## src/rtl/rformat_exec_ctrl.sv

```systemverilog
// R-format execute controller: 32x32 register file, decode, ALU, writeback sequencing.
// Latency: accept at edge N, done/wb_en in cycle N+3, idle again in cycle N+4; illegal pulses in N+2.
// Backpressure: instr_ready only in IDLE while no preload write is requested; one instruction in flight.
module rformat_exec_ctrl (
    input  logic        clk,
    input  logic        reset_input,
    input  logic        instr_valid,
    input  logic [31:0] instr_in,
    output logic        instr_ready,
    input  logic        ld_en,
    input  logic [4:0]  ld_addr,
    input  logic [31:0] ld_data,
    output logic        busy,
    output logic        done,
    output logic        illegal,
    output logic        wb_en,
    output logic [4:0]  wb_addr,
    output logic [31:0] wb_data,
    input  logic [4:0]  dbg_addr,
    output logic [31:0] dbg_data
);

    typedef enum logic [2:0] {
        IDLE      = 3'd0,
        DECODE    = 3'd1,
        EXECUTE   = 3'd2,
        WRITEBACK = 3'd3,
        ILLEGAL   = 3'd4
    } state_t;

    localparam logic [2:0] ALU_AND = 3'b000;
    localparam logic [2:0] ALU_OR  = 3'b001;
    localparam logic [2:0] ALU_ADD = 3'b010;
    localparam logic [2:0] ALU_SUB = 3'b110;
    localparam logic [2:0] ALU_SLT = 3'b111;

    state_t      state_q, state_d;
    logic [5:0]  opcode_q, opcode_d;
    logic [4:0]  rs_q, rs_d;
    logic [4:0]  rt_q, rt_d;
    logic [4:0]  rd_q, rd_d;
    logic [5:0]  funct_q, funct_d;
    logic [31:0] op_a_q, op_a_d;
    logic [31:0] op_b_q, op_b_d;
    logic [2:0]  alu_op_q, alu_op_d;
    logic [31:0] wb_data_q, wb_data_d;
    logic [31:0] rf_q [32];

    logic        accept;
    logic        funct_ok;
    logic [2:0]  funct_alu_op;
    logic [31:0] alu_res;
    logic        rf_we;
    logic [4:0]  rf_waddr;
    logic [31:0] rf_wdata;
    logic        unused_shamt;

    // shamt has no effect on any supported operation
    assign unused_shamt = ^instr_in[10:6];

    assign instr_ready = (state_q == IDLE) && !ld_en;
    assign accept      = instr_valid && instr_ready;
    assign busy        = (state_q != IDLE);
    assign done        = (state_q == WRITEBACK);
    assign illegal     = (state_q == ILLEGAL);
    assign wb_en       = (state_q == WRITEBACK) && (rd_q != 5'd0);
    assign wb_addr     = rd_q;
    assign wb_data     = wb_data_q;
    assign dbg_data    = (dbg_addr == 5'd0) ? 32'd0 : rf_q[dbg_addr];

    always_comb begin
        funct_ok     = 1'b1;
        funct_alu_op = ALU_ADD;
        case (funct_q)
            6'h20:   funct_alu_op = ALU_ADD;
            6'h22:   funct_alu_op = ALU_SUB;
            6'h24:   funct_alu_op = ALU_AND;
            6'h25:   funct_alu_op = ALU_OR;
            6'h2A:   funct_alu_op = ALU_SLT;
            default: funct_ok     = 1'b0;
        endcase
    end

    // ADD/SUB wrap; SLT compares as two's complement
    always_comb begin
        alu_res = 32'd0;
        case (alu_op_q)
            ALU_ADD: alu_res = op_a_q + op_b_q;
            ALU_SUB: alu_res = op_a_q - op_b_q;
            ALU_AND: alu_res = op_a_q & op_b_q;
            ALU_OR:  alu_res = op_a_q | op_b_q;
            ALU_SLT: alu_res = {31'd0, $signed(op_a_q) < $signed(op_b_q)};
            default: alu_res = 32'd0;
        endcase
    end

    always_comb begin
        state_d   = state_q;
        opcode_d  = opcode_q;
        rs_d      = rs_q;
        rt_d      = rt_q;
        rd_d      = rd_q;
        funct_d   = funct_q;
        op_a_d    = op_a_q;
        op_b_d    = op_b_q;
        alu_op_d  = alu_op_q;
        wb_data_d = wb_data_q;
        case (state_q)
            IDLE: begin
                if (accept) begin
                    opcode_d = instr_in[31:26];
                    rs_d     = instr_in[25:21];
                    rt_d     = instr_in[20:16];
                    rd_d     = instr_in[15:11];
                    funct_d  = instr_in[5:0];
                    state_d  = DECODE;
                end
            end
            DECODE: begin
                if ((opcode_q != 6'd0) || !funct_ok) begin
                    state_d = ILLEGAL;
                end else begin
                    op_a_d   = rf_q[rs_q];
                    op_b_d   = rf_q[rt_q];
                    alu_op_d = funct_alu_op;
                    state_d  = EXECUTE;
                end
            end
            EXECUTE: begin
                wb_data_d = alu_res;
                state_d   = WRITEBACK;
            end
            WRITEBACK: state_d = IDLE;
            ILLEGAL:   state_d = IDLE;
            default:   state_d = IDLE;
        endcase
    end

    // Preload and writeback can never collide: preload is only honoured in IDLE
    always_comb begin
        rf_we    = 1'b0;
        rf_waddr = 5'd0;
        rf_wdata = 32'd0;
        if ((state_q == IDLE) && ld_en && (ld_addr != 5'd0)) begin
            rf_we    = 1'b1;
            rf_waddr = ld_addr;
            rf_wdata = ld_data;
        end else if ((state_q == WRITEBACK) && (rd_q != 5'd0)) begin
            rf_we    = 1'b1;
            rf_waddr = rd_q;
            rf_wdata = wb_data_q;
        end
    end

    always_ff @(posedge clk or negedge reset_input) begin
        if (!reset_input) begin
            state_q   <= IDLE;
            opcode_q  <= 6'd0;
            rs_q      <= 5'd0;
            rt_q      <= 5'd0;
            rd_q      <= 5'd0;
            funct_q   <= 6'd0;
            op_a_q    <= 32'd0;
            op_b_q    <= 32'd0;
            alu_op_q  <= 3'd0;
            wb_data_q <= 32'd0;
        end else begin
            state_q   <= state_d;
            opcode_q  <= opcode_d;
            rs_q      <= rs_d;
            rt_q      <= rt_d;
            rd_q      <= rd_d;
            funct_q   <= funct_d;
            op_a_q    <= op_a_d;
            op_b_q    <= op_b_d;
            alu_op_q  <= alu_op_d;
            wb_data_q <= wb_data_d;
        end
    end

    always_ff @(posedge clk or negedge reset_input) begin
        if (!reset_input) begin
            for (int i = 0; i < 32; i++) begin
                rf_q[i] <= 32'd0;
            end
        end else if (rf_we) begin
            rf_q[rf_waddr] <= rf_wdata;
        end
    end

endmodule

```

## config.mk

```make
export PLATFORM = sky130hd
export DESIGN_NAME = rformat_exec_ctrl
export DESIGN_NICKNAME = d
export VERILOG_FILES = /design/src/rtl/rformat_exec_ctrl.sv
export SDC_FILE = /design/constraint.sdc
export NUM_CORES = 2
export LEC_CHECK = 0
export CAP_MARGIN = 20
export CORE_UTILIZATION = 60
export CTS_CLUSTER_DIAMETER = 50
export DETAILED_ROUTE_END_ITERATION = 6
export GPL_TIMING_DRIVEN = 0
export PLACE_DENSITY = 0.76
export SLEW_MARGIN = 20
export SYNTH_ARGS = -nofsm -noshare
export SYNTH_HDL_FRONTEND = slang
export SYNTH_SLANG_ARGS = --single-unit
```

## constraint.sdc

```tcl
create_clock -name clk -period 9.2 [get_ports clk]
set_input_delay 1.84 -clock clk [delete_from_list [all_inputs] [get_ports clk]]
set_output_delay 1.84 -clock clk [all_outputs]
set_load 0.005 [all_outputs]
```

==> results.sh <==
export IMPL_rr_startpoint="rt_q[0]"
export IMPL_min_path_type="register to register"
export IMPL_final_nets=6382
export IMPL_grt_pass1_vias=59900
export IMPL_cts_root_buf="clkbuf_16"
export IMPL_startpoint="dbg_addr[1]"
export IMPL_violations="DRC"
export IMPL_finalWorstSetupSlack_ps=1190
export IMPL_fp_dieArea_mm2=0.117
export IMPL_post_cts_resized=0
export IMPL_coreArea_mm2=0.115
export IMPL_powerDensity_mw_per_mm2=246
export IMPL_cts_clk_slew_worst_paths_ps=60
export IMPL_fp_row_count=124
export IMPL_ioPinCount=152
export IMPL_synth_xor_area_share_pct=0.303
export IMPL_synth_top_family_by_area="multiplexers"
export IMPL_status="finished with violations"
export IMPL_clock_skew_ps=38.6
export IMPL_seq_area_frac_synth_pct=41.5
export IMPL_synth_cells=5887
export IMPL_whs_ps=495
export IMPL_dr_total_vias=61900
export IMPL_period_minus_slack_ps=8010
export IMPL_dr_first_iter_drc_count=11600
export IMPL_die_x_um=342
export IMPL_slew_headroom_pct=5.54
export IMPL_dieHeight_um=342
export IMPL_ant_nets=0
export IMPL_hold_start="rf_q[999]"
export IMPL_power_leakage_nw=32.2
export IMPL_synth_fp_nets=6063
export IMPL_path_max_fanout=10
export IMPL_crit_arrival_ps=6170
export IMPL_min_to="rf_q[999]"
export IMPL_gr_total_overflow=0
export IMPL_avgRoutedWirePerCell_um=38.6
export IMPL_grtUsageTotal_pct=52.4
export IMPL_rsz0062_at_grt="no"
export IMPL_drv_cap=0
export IMPL_synth_compound_area_share_pct=11.0
export IMPL_numCtsBuffers=143
export IMPL_drt_wl_total_mm=303
export IMPL_dr_pass1_iters=7
export IMPL_switchingPower_mw=7.15
export IMPL_avgSynthCellArea_um2=11.8
export IMPL_drv_slew=0
export IMPL_combPwrFrac_pct=34.8
export IMPL_final_cell_mix="dfrtp_1 (1153), mux4_2 (960), nand2_1 (651)"
export IMPL_required_ps=7360
export IMPL_setup_violations=0
export IMPL_synth_mux_area_share_pct=33.1
export IMPL_hold_viol_final=0
export IMPL_cts_max_path_buffers=3
export IMPL_dp_slack_ps=1390
export IMPL_whs_path_depth=1
export IMPL_max_freq_mhz=125
export IMPL_vias_per_cell=7.88
export IMPL_synthFlopType="dfrtp_1"
export IMPL_port_buffers=143
export IMPL_cts_hold_buffers_added=0
export IMPL_cts_tree="yes"
export IMPL_fin_tns_setup_ps=0
export IMPL_critPathLaunchType="input pin"
export IMPL_r2r_cells=7
export IMPL_synth_warnings=0
export IMPL_final_period_utilization_pct=87.0
export IMPL_intPower_mw=12.2
export IMPL_areaGrowthSynthToFinish_pct=12.7
export IMPL_synth_enable_flop_cells=0
export IMPL_dp_hpwl_mm=215
export IMPL_vdd_drop_max_mv=0.235
export IMPL_clkLatencyLatePin_ps=800
export IMPL_start_util_pct=60.7
export IMPL_clkPwrFrac_pct=30.4
export IMPL_grt_max_degree=151
export IMPL_final_common_cell="dfrtp_1"
export IMPL_criticalPathCategory="input pin to output pin"
export IMPL_synthAdderAreaFrac_pct=1.79
export IMPL_yosysUniqueCellTypes=79
export IMPL_gp_congestion=1.09
export IMPL_p_seq_share_pct=34.7
export IMPL_reg2reg_to="op_b_q[20]"
export IMPL_synthesis_area_mm2=0.0695
export IMPL_timing_reg2reg_setup_slack_ps=4090
export IMPL_drive_above_1_share_pct=23.8
export IMPL_p_sw_share_pct=37.0
export IMPL_synthArstFlopShare_pct=100
export IMPL_cp_end_kind="output pin"
export IMPL_route_detailed_drc=164
export IMPL_antenna_found_initial=24
export IMPL_htreeDepth=4
export IMPL_cts_setup_buffers=0
export IMPL_grt_pass1_wl_mm=425
export IMPL_tightest_slew_ps=1420
export IMPL_yosys_area_share_simple_pct=8.07
export IMPL_ys_ff_latch=1153
export IMPL_clock_sinks=1153
## kinds of logic after synthesis
group           after synthesis
compound gates             1412
simple gates               1384
flops                      1153
mux                        1092
buf+inv                     724
fa+ha+maj                    98
xor+xnor                     24
## worst max path at each step
stage / depth (start not counted) / to
floorplan: 7 / dbg_data[10]
global placement: 1 / rf_q[329]
detailed placement: 8 / dbg_data[14]
CTS: 8 / dbg_data[14]
global route: 8 / dbg_data[22]
finish: 8 / dbg_data[21]
## per-layer routing
layer	wire length (um)	vias to the layer above	part of all wire [%]	track usage [%]
met2	125000	6594	41	72.1
li1	-	22700	-	-
met4	27500	40	9.1	37.1
met1	92500	30500	30	59.9
met3	57000	2048	19	31.5
met5	956	-	0.32	4.08
## stage by stage
stage | util, % | cells | area (um2) | total power, mW
after floorplan | - | 5887 | 69500 | 10.5
after global placement | 63.6 | 7542 | 72800 | 12.8
after detailed placement | 64.0 | 7561 | 73200 | 13.0
after CTS | 68.2 | 7818 | 78100 | 18.7
after global routing | 68.4 | 7836 | 78300 | 19.6
final | 68.4 | 7855 | 78300 | 19.3
## cell usage after synthesis, types with 9 or more instances
cell type  count  area, um2
a31oi_1       16        100
mux2i_1      103       1030
nor2_1       591       2220
clkbuf_1     430       1610
or4_1          9       67.6
o31ai_1       11       82.6
nand2_1      651       2440
nor2b_1       11       68.8
nor3_1        17       85.1
nand3_1       29        145
o21bai_1      11       82.6
dfrtp_1     1153      28900
buf_6         13        146
xnor2_1       21        184
mux4_2       960      21600
nand2b_1       9       56.3
buf_2         99        495
o211ai_1      10       75.1
a21oi_1      580       2900
mux2_2        29        327
nor4_1         9       56.3
inv_1         98        368
ha_1          96       1200
a22oi_1       35        263
a2111oi_0     25        219
buf_1         78        293
o21ai_0      641       3210
## critical path: stages
cell	delay (ps)
clkbuf_1	330
clkbuf_1	1070
buf_1	800
mux4_2	430
mux4_2	550
mux2i_1	550
nor2_1	100
clkdlybuf4s50_1	480
## power groups by stage
stage,clock (mW),combinational (mW),sequential (mW)
floorplan,0,4.08,6.44
global placement,0,6.12,6.64
detailed placement,0,6.25,6.71
CTS,5.80,6.29,6.63
global route,5.99,6.79,6.78
finish,5.88,6.72,6.71
## flip-flops by register name, summed over array words and instances (netlist names)
signal	cells
alu_op_q	3
wb_addr	5
op_a_q	32
rt_q	5
state_q	3
opcode_q	6
rs_q	5
op_b_q	32
rf_q	1024
funct_q	6
wb_data	32
## area by class of cell
cell class / count / area (um2)
diodes: 25 / 62.6
plain buffers: 623 / 2690
clock buffers: 198 / 4250
clock inverters: 59 / 599
fillers: 8433 / 36200
inverters: 101 / 379
multi-input cells: 4010 / 37700
flip-flops and latches: 1153 / 28900
well taps: 1512 / 1890
repair buffers: 174 / 1920
(Power assumes the default switching activity.)
